--- src/rtl/lsu_pkg.sv ---
// Shared encodings and helpers for the load/store unit: funct3 codes, FSM states,
// lane/byte-enable helpers and the default bus timeout.
package lsu_pkg;

  localparam int LSU_TIMEOUT_DEFAULT = 16;

  localparam logic [2:0] F3_B  = 3'b000;
  localparam logic [2:0] F3_H  = 3'b001;
  localparam logic [2:0] F3_W  = 3'b010;
  localparam logic [2:0] F3_BU = 3'b100;
  localparam logic [2:0] F3_HU = 3'b101;

  typedef enum logic [1:0] {
    IDLE = 2'b00,
    BUS  = 2'b01,
    DONE = 2'b10
  } lsu_state_e;

  function automatic logic f3_legal(input logic is_store, input logic [2:0] f3);
    case (f3)
      F3_B, F3_H, F3_W: f3_legal = 1'b1;
      F3_BU, F3_HU:     f3_legal = ~is_store;
      default:          f3_legal = 1'b0;
    endcase
  endfunction

  function automatic logic is_misaligned(input logic [1:0] size, input logic [1:0] off);
    case (size)
      2'b01:   is_misaligned = off[0];
      2'b10:   is_misaligned = (off != 2'b00);
      default: is_misaligned = 1'b0;
    endcase
  endfunction

  function automatic logic [3:0] byte_en(input logic [1:0] size, input logic [1:0] off);
    case (size)
      2'b00:   byte_en = 4'b0001 << off;
      2'b01:   byte_en = 4'b0011 << off;
      default: byte_en = 4'b1111;
    endcase
  endfunction

  // Narrow stores replicate their lane so the slave can pick it by byte enable alone.
  function automatic logic [31:0] store_data(input logic [1:0] size, input logic [31:0] wd);
    case (size)
      2'b00:   store_data = {4{wd[7:0]}};
      2'b01:   store_data = {2{wd[15:0]}};
      default: store_data = wd;
    endcase
  endfunction

endpackage

--- src/rtl/lsu_load_align.sv ---
// Combinational load lane extraction with sign/zero extension for the load/store unit.
module lsu_load_align
  import lsu_pkg::*;
(
  input  logic [31:0] i_bus_rdata,
  input  logic [1:0]  i_addr_lo,
  input  logic [2:0]  i_funct3,
  output logic [31:0] o_data
);

  logic [7:0]  w_byte;
  logic [15:0] w_half;

  always_comb begin
    w_byte = 8'h00;
    case (i_addr_lo)
      2'b00:   w_byte = i_bus_rdata[7:0];
      2'b01:   w_byte = i_bus_rdata[15:8];
      2'b10:   w_byte = i_bus_rdata[23:16];
      2'b11:   w_byte = i_bus_rdata[31:24];
      default: w_byte = 8'h00;
    endcase
    if (i_addr_lo[1]) begin
      w_half = i_bus_rdata[31:16];
    end else begin
      w_half = i_bus_rdata[15:0];
    end
    case (i_funct3)
      F3_B:    o_data = {{24{w_byte[7]}}, w_byte};
      F3_H:    o_data = {{16{w_half[15]}}, w_half};
      F3_W:    o_data = i_bus_rdata;
      F3_BU:   o_data = {24'h000000, w_byte};
      F3_HU:   o_data = {16'h0000, w_half};
      default: o_data = 32'h0000_0000;
    endcase
  end

endmodule

--- src/rtl/load_store_unit.sv ---
// Single-outstanding load/store unit: IDLE -> BUS -> DONE handshake to a simple bus.
// Optional bus timeout abort is enabled with macro LSU_TIMEOUT_EN.
module load_store_unit
  import lsu_pkg::*;
#(
  parameter int TIMEOUT_CYCLES = LSU_TIMEOUT_DEFAULT
) (
  input  logic        clk,
  input  logic        reset,
  input  logic        mem_read,
  input  logic        mem_write,
  input  logic [2:0]  funct3,
  input  logic [31:0] addr,
  input  logic [31:0] wdata,
  output logic [31:0] rdata_out,
  output logic        stall,
  output logic        lsu_fault,
  output logic        bus_req,
  output logic        bus_we,
  output logic [31:0] bus_addr,
  output logic [3:0]  bus_be,
  output logic [31:0] bus_wdata,
  input  logic        bus_ack,
  input  logic [31:0] bus_rdata
);

  lsu_state_e  r_state, w_next_state;
  logic [31:0] r_rdata, r_bus_addr, r_bus_wdata, w_load_data;
  logic [3:0]  r_bus_be;
  logic        r_bus_we;
  logic [1:0]  r_off;
  logic [2:0]  r_funct3;
  logic        w_req, w_accept, w_reject, w_done_fault, w_tmo_hit;

  assign w_req    = mem_read | mem_write;
  assign w_accept = w_req & f3_legal(mem_write, funct3) & ~is_misaligned(funct3[1:0], addr[1:0]);
  assign w_reject = w_req & ~w_accept;

  assign rdata_out = r_rdata;
  assign bus_req   = (r_state == BUS);
  assign bus_we    = r_bus_we;
  assign bus_addr  = r_bus_addr;
  assign bus_be    = r_bus_be;
  assign bus_wdata = r_bus_wdata;

  lsu_load_align u_align (
    .i_bus_rdata (bus_rdata),
    .i_addr_lo   (r_off),
    .i_funct3    (r_funct3),
    .o_data      (w_load_data)
  );

`ifdef LSU_TIMEOUT_EN
  localparam int CW = $clog2(TIMEOUT_CYCLES + 1);
  logic [CW-1:0] r_tmo_cnt;
  logic          r_timeout;

  assign w_tmo_hit    = (r_tmo_cnt == CW'(TIMEOUT_CYCLES - 1));
  assign w_done_fault = r_timeout;

  // Count unacknowledged BUS cycles; ack on the final edge wins over timeout.
  always_ff @(posedge clk) begin
    if (reset) begin
      r_tmo_cnt <= '0;
      r_timeout <= 1'b0;
    end else if (r_state == IDLE && w_accept) begin
      r_tmo_cnt <= '0;
      r_timeout <= 1'b0;
    end else if (r_state == BUS && !bus_ack) begin
      r_tmo_cnt <= r_tmo_cnt + CW'(1);
      r_timeout <= w_tmo_hit;
    end
  end
`else
  logic w_unused_tmo;
  assign w_unused_tmo = (TIMEOUT_CYCLES > 0);
  assign w_tmo_hit    = 1'b0;
  assign w_done_fault = 1'b0;
`endif

  // Next state plus combinational stall/fault.
  always_comb begin
    w_next_state = r_state;
    stall        = 1'b0;
    lsu_fault    = 1'b0;
    case (r_state)
      IDLE: begin
        stall     = w_accept;
        lsu_fault = w_reject;
        if (w_accept) begin
          w_next_state = BUS;
        end else begin
          w_next_state = IDLE;
        end
      end
      BUS: begin
        stall = 1'b1;
        if (bus_ack || w_tmo_hit) begin
          w_next_state = DONE;
        end else begin
          w_next_state = BUS;
        end
      end
      DONE: begin
        lsu_fault    = w_done_fault;
        w_next_state = IDLE;
      end
      default: w_next_state = IDLE;
    endcase
  end

  // State, captured request and load result registers.
  always_ff @(posedge clk) begin
    if (reset) begin
      r_state     <= IDLE;
      r_rdata     <= 32'h0000_0000;
      r_bus_addr  <= 32'h0000_0000;
      r_bus_wdata <= 32'h0000_0000;
      r_bus_be    <= 4'b0000;
      r_bus_we    <= 1'b0;
      r_off       <= 2'b00;
      r_funct3    <= 3'b000;
    end else begin
      r_state <= w_next_state;
      if (r_state == IDLE && w_accept) begin
        r_bus_addr  <= {addr[31:2], 2'b00};
        r_bus_we    <= mem_write;
        r_bus_be    <= byte_en(funct3[1:0], addr[1:0]);
        r_bus_wdata <= store_data(funct3[1:0], wdata);
        r_off       <= addr[1:0];
        r_funct3    <= funct3;
      end
      if (r_state == BUS && bus_ack && !r_bus_we) begin
        r_rdata <= w_load_data;
      end
    end
  end

endmodule

--- config.mk ---
export PLATFORM = sky130hd
export DESIGN_NAME = load_store_unit
export DESIGN_NICKNAME = d
export VERILOG_FILES = /design/src/rtl/lsu_pkg.sv /design/src/rtl/lsu_load_align.sv /design/src/rtl/load_store_unit.sv
export SDC_FILE = /design/constraint.sdc
export NUM_CORES = 1
export LEC_CHECK = 0
export BUFFER_PORTS_ARGS = -buffer_cell sky130_fd_sc_hd__buf_4
export CELL_PAD_IN_SITES_DETAIL_PLACEMENT = 1
export CELL_PAD_IN_SITES_GLOBAL_PLACEMENT = 2
export CORE_MARGIN = 4
export CORE_UTILIZATION = 25
export CTS_BUF_LIST = sky130_fd_sc_hd__clkbuf_8 sky130_fd_sc_hd__clkbuf_16
export DETAILED_ROUTE_END_ITERATION = 7
export PLACE_DENSITY = 0.77
export SYNTH_ARGS = -nofsm -noshare
export SYNTH_HDL_FRONTEND = slang
export SYNTH_HIERARCHICAL = 1
export SYNTH_SLANG_ARGS = --single-unit
--- constraint.sdc ---
create_clock -name clk -period 1.5 [get_ports clk]
set_clock_uncertainty 0.05 [all_clocks]
set_input_delay 0.075 -clock clk [delete_from_list [all_inputs] [get_ports clk]]
set_output_delay 0.075 -clock clk [all_outputs]
set_load 0.01 [all_outputs]
Word-level counts from Yosys, hierarchy flattened
Index checks and enable logic that the tools add are counted.
- output and inout bits: 104
- bits in registers: 106
- logic and storage cells: 55
- shift operators: 2
- reductions and logical operators: 12
- equality and inequality tests: 14
- mux-type cells: 12
- bitwise operators: 7
- operator list (kind ; count):
    case mux 32 bit (5 select lines) ; 1
    case mux 32 bit (2 select lines) ; 1
    case mux 8 bit (4 select lines) ; 1
    two-way mux 16 bit ; 1
    equality test 3 bit, second input constant ; 4
    case mux 4 bit (2 select lines) ; 1
    equality test 2 x 1 -> 1 bit, second input constant ; 3
    equality test 2 bit, second input constant ; 3
    equality test 3 x 1 -> 1 bit, second input constant ; 2
    equality test 3 x 2 -> 1 bit, second input constant ; 2
    zero test 2 bit ; 3
    zero test 3 bit ; 2
    case mux 1 bit (2 select lines) ; 3
    case mux 2 bit (2 select lines) ; 1
    << shifter 1 x 2 -> 4 bit, first input constant ; 1
    << shifter 2 x 2 -> 4 bit, first input constant ; 1
    AND 1 bit ; 3
    logical AND 1 bit ; 3
    inverter 1 bit ; 3
    OR reduction 3 bit ; 1
    two-way mux 1 bit ; 2
    two-way mux 2 bit ; 1
    nonzero test 2 bit ; 1
    OR reduction 2 bit ; 1
    2 further kinds ; 2

Depth between registers and ports, before layout
- word-level depth: 8
- gate-level depth with buffers: 9
- depth with buffers taken out: 6

By module
Netlist, hierarchy kept.
- by module, submodules not included (module ; instances ; cells each ; sequential area each (sq um) ; area an instance (sq um)):
    load_store_unit ; 1 ; 520 ; 2122.0 ; 4408.0
    lsu_load_align ; 1 ; 123 ; 0.0 ; 935.9

Least setup slack after synthesis
Ideal clock, no wire load.
- kind: in2reg
- start: input funct3[1]
- end: register r_bus_wdata[20], in the netlist bus_wdata[20]
- slack: -1 ps
- path buffers: 3
- data required time: 1308 ps
- stages on the path: 9
- arrival time: 1309 ps
- path through: inv_1 -> ha_1 -> buf_6 -> o21bai_1 -> a21o_1 -> buf_4 -> nor2_4 -> buf_4 -> a311oi_2
- cells in the longest elaborated chain, start to end: 6
- elaborated cells on any way between the ends: 17
- those cells by class: 6 x eq/ne; 3 x mux; 3 x bitwise; 5 x reduce/logical
- ends and longest elaborated chain (what ; line ; RTL):
    start, declared ; load_store_unit.sv:12 ; input logic [2:0] funct3,
    equality test 3 x 1 -> 1 bit, or another cell as far along ; lsu_pkg.sv:20 ; case (f3)
    OR reduction 3 bit / OR reduction 2 bit (equally long branches) ; lsu_pkg.sv:20 ;
    case mux 1 bit (2 select lines) ; lsu_pkg.sv:20 ;
    AND 1 bit (2 in series) ; load_store_unit.sv:36 ; assign w_accept = w_req & f3_legal(mem_write, funct3) & ~is_misaligned(funct3[1:0], addr[1:0]);
    logical AND 1 bit ; load_store_unit.sv:125 ; if (r_state == IDLE && w_accept) begin
    end signal, assigned ; load_store_unit.sv:129 ; r_bus_wdata <= store_data(funct3[1:0], wdata);
    end, declared ; load_store_unit.sv:28 ; logic [31:0] r_rdata, r_bus_addr, r_bus_wdata, w_load_data;
Parallel ways exist; a longest one is shown, timed or not.
A chain may end at the register's enable or synchronous reset.

Final worst setup path
- start: register r_off[0]
- end: register r_rdata[14], in the netlist rdata_out[14]
- cells in the longest elaborated chain, start to end: 3
- elaborated cells on any way between the ends: 6
- those cells by class: 3 x eq/ne; 2 x mux; 1 x reduce/logical
- ends and longest elaborated chain (what ; line ; RTL):
    start, declared ; load_store_unit.sv:31 ; logic [1:0] r_off;
    start signal, assigned ; load_store_unit.sv:130 ; r_off <= addr[1:0];
    equality test 2 bit, or another cell as far along ; lsu_load_align.sv:16 ; case (i_addr_lo)
    case mux 8 bit (4 select lines) (*) ; lsu_load_align.sv:16 ;
    case mux 32 bit (5 select lines) (*) ; lsu_load_align.sv:28 ; case (i_funct3)
    named net w_load_data[14] ; load_store_unit.sv:28 ;
    end signal, assigned ; load_store_unit.sv:134 ; r_rdata <= w_load_data;
    end, declared ; load_store_unit.sv:28 ;
The timed path passes the listed nets; every way through them passes the cells marked *.

==> summary.txt <==
Outcome
  – Status: finished, violations left
  – Violated checks: negative setup slack

Logic synthesis
  – Synth area leaders: dfxtp_1 40%, a21oi_1 13%, nand2_1 5.7%
  – Post-synth EDFFs: 0
  – Syn. warnings: 6
  – Synth Flop Type: dfxtp_1
  – Post-synthesis register bit count: 106
  – Netlist Area Pre-Place: 5344 µm²
  – Yosys top cell by area: dfxtp_1
  – Asr flop ratio synth: 0
  – Post-synthesis sequential area ratio: 0.3971
  – Synth cell types: 56
  – Yosys top cell area share: 0.3971
  – Gate Count Post-Synth: ~640
  – Syn_area_per_cell: slightly above 8 µm²

Final layout
  – Area Growth Syn to Fin: 59.31%
  – Fin cells: about 1200
  – # nets final: 1007
  – Layout cell share with drive strength beyond 1: 0.3890
  – Antenna Cells: 0
  – Commonest non-fill, non-tap cell in the layout: buf_4
  – Commonest non-fill, non-tap cells in the layout: 240 x buf_4, 139 x a21oi_1, 101 x dfxtp_1
  – Final Core Density: 0.4050

Place
  – Placed cells: approximately 1100
  – GPL Wtd Cong: 0.8194
  – Port bufs: 205
  – DP HPWL: 15.11 mm

Floorplanning
  – Die width: 154.2 µm
  – I/O Pins: approximately 210
  – Core area: approximately 21000 µm²
  – Initial Utilization: 0.2542
  – Rows: 53
  – Die extent in y: 154.2 µm
  – Die area: roughly 24000 µm²

Power and ir drop
  – Pwr per Cell Area: 940.0 nW/µm²
  – Leak: 3.407 nW
  – Final Power: 8.003 mW
  – Max VDD drop: 0.5054 mV

Timing
  – Fmax: 0.6487 GHz
  – Final worst slack: -0.04144 ns
  – Slew Viols, Final: 0
  – Final setup vio count: 25
  – Tmin final: 1.541 ns
  – Tcrit/Tclk final: 1.028
  – Unrepaired setup endpoints after global routing: true
  – Fin. Hold Viols: 0

Drt
  – DR iter-0 viols: between 200 and 250
  – Vias per cell: around 5.1
  – Final wirelength: 22.51 mm
  – DR vias: 6048
  – Routed WL per cell: 19.08 µm
  – Final ANT Viol Nets: 0
  – # DRC: 0
  – DR pass1 iterations: 5

GRT
  – Grt ovf: 0
  – Initial antenna violation count: 0
  – First-pass GRT wire length: 34.11 mm
  – All-layer global routing usage: 0.1758
  – Largest net degree at the start of global routing: 51
  – Vias in the first global route: 6099

Worst setup path
  – Crit end category: flip-flop
  – Crit path arrival time: 1.72 ns
  – Critical Path RT: 1.68 ns
  – CP cell instances: mux2_4, a22oi_4, buf_6, buf_12, a21oi_1, nand2_1, a21oi_1
  – Critical Path Fanout Max: 11
  – Crit path launch type: flip-flop
  – Worst path most repeated cell: a21oi_1
  – WS Path Type: flip-flop to flip-flop
  – Crit path max-delay cell type: dfxtp_4
  – Worst path max stage delay: 0.38 ns

Clocking
  – CTS buffer count: 9
  – CTS clock-pin slew for the worst setup and hold paths: roughly 0.080 ns
  – CTS tree: done
  – Clk sink count: 106
  – Worst skew pair latency: 0.35 ns
  – CTS max path bufs: 2
  – H-tree lvl count: 3
  – CTS root buf: clkbuf_16

Hold path
  – Hold Path Class: primary input to flip-flop

Run
  – Maxcap violations: 0
layer usage:
metal / wire length [µm] / track usage / share of wire
met5: 0 / 0 / 0
met4: 303 / 0.03995 / 0.013
met3: 1566 / 0.04868 / 0.070
met2: 10850 / 0.2908 / 0.48
met1: 9792 / 0.2290 / 0.44
Yosys cell counts (2+ instances only):
master / instances
dfxtp_1: 106
o21ai_0: 45
or2_2: 2
nor2_1: 7
clkbuf_1: 30
mux2_2: 10
o21ai_1: 2
a22o_1: 8
mux2_4: 2
inv_1: 3
a221oi_1: 6
buf_2: 24
a22oi_1: 24
buf_4: 8
nand3_1: 46
a21oi_1: 140
nand2_1: 81
ha_1: 3
a311oi_1: 7
buf_6: 5
mux2i_1: 7
a211oi_2: 16
a21oi_2: 2
a32oi_1: 2
o21bai_1: 2
a311oi_2: 4
o22ai_1: 7
a211oi_1: 16
through the flow:
stage	TNS [ns]	hold WS, ns	area (µm²)	worst slack [ns]
6_report	-0.4750	0.03062	8513	-0.04144
5_1_grt	-1.817	0.02910	8513	-0.1111
4_1_cts	-1.093	0.01112	8322	-0.05639
3_5_place_dp	-17.60	0.2967	7400	-0.2476
3_3_place_gp	-14.15	0.2937	7400	-0.1800
2_1_floorplan	0	0.1727	5351	0.004238
state kept, by name, summed over array words and instances (netlist names):
name	flops
r_off	2
bus_addr	30
bus_be	4
rdata_out	32
bus_we	1
r_funct3	3
r_state	2
bus_wdata	32
repair_timing:
item,4_1_cts,5_1_grt
pin swaps,2,15
setup endpoints to repair,46,71
resized for setup,17,25
hold buffers,52,0
cloned,1,3
setup buffers,3,4
hold endpoints to repair,51,0
where the power goes:
part	internal, mW	switching (mW)
Sequential	3.00	0.125
Combinational	1.22	1.27
Clock	1.20	1.19
Total	5.42	2.58
worst max-delay path, delay by kind of cell, from the launching register on:
| family | cells | cell delay [ns] |
|---|---|---|
| flip-flops | 1 | 0.38 |
| buffers and inverters | 2 | 0.27 |
| multiplexers | 1 | 0.32 |
| AND/OR/NAND/NOR | 1 | 0.07 |
| AO/OA/AOI/OAI | 3 | 0.34 |
cells by family after synthesis:
family,Yosys count,synth area share
AO/OA/AOI/OAI,291,0.3566
flip-flops,106,0.3971
other,1,0.0007017
adder cells (fa/ha/maj),3,0.007025
AND/OR/NAND/NOR,149,0.1253
multiplexers,19,0.03980
buffers and inverters,74,0.07352
layout make-up:
cell class / instances / area, µm²
Sequential cell: 106 / 2136
Timing Repair Buffer: 315 / 2758
Clock inverter: 6 / 50.05
Tap cell: 275 / 344.1
Inverter: 4 / 17.52
Fill cell: 2457 / 12510
Multi-Input combinational cell: 464 / 2969
Clock buffer: 10 / 239.0
final timing paths:
| check | start | endpoint | slack [ns] | depth (start not counted) |
|---|---|---|---|---|
| setup reg to reg | r_off[0] | rdata_out[14] | -0.04 | 7 |
| setup / recovery | r_off[0] | rdata_out[14] | -0.04 | 7 |
| hold reg to reg | rdata_out[0] | rdata_out[0] | 0.41 | 2 |
| hold / removal | addr[1] | bus_be[1] | 0.03 | 3 |
Note: power is estimated with default switching activity, not from simulation.
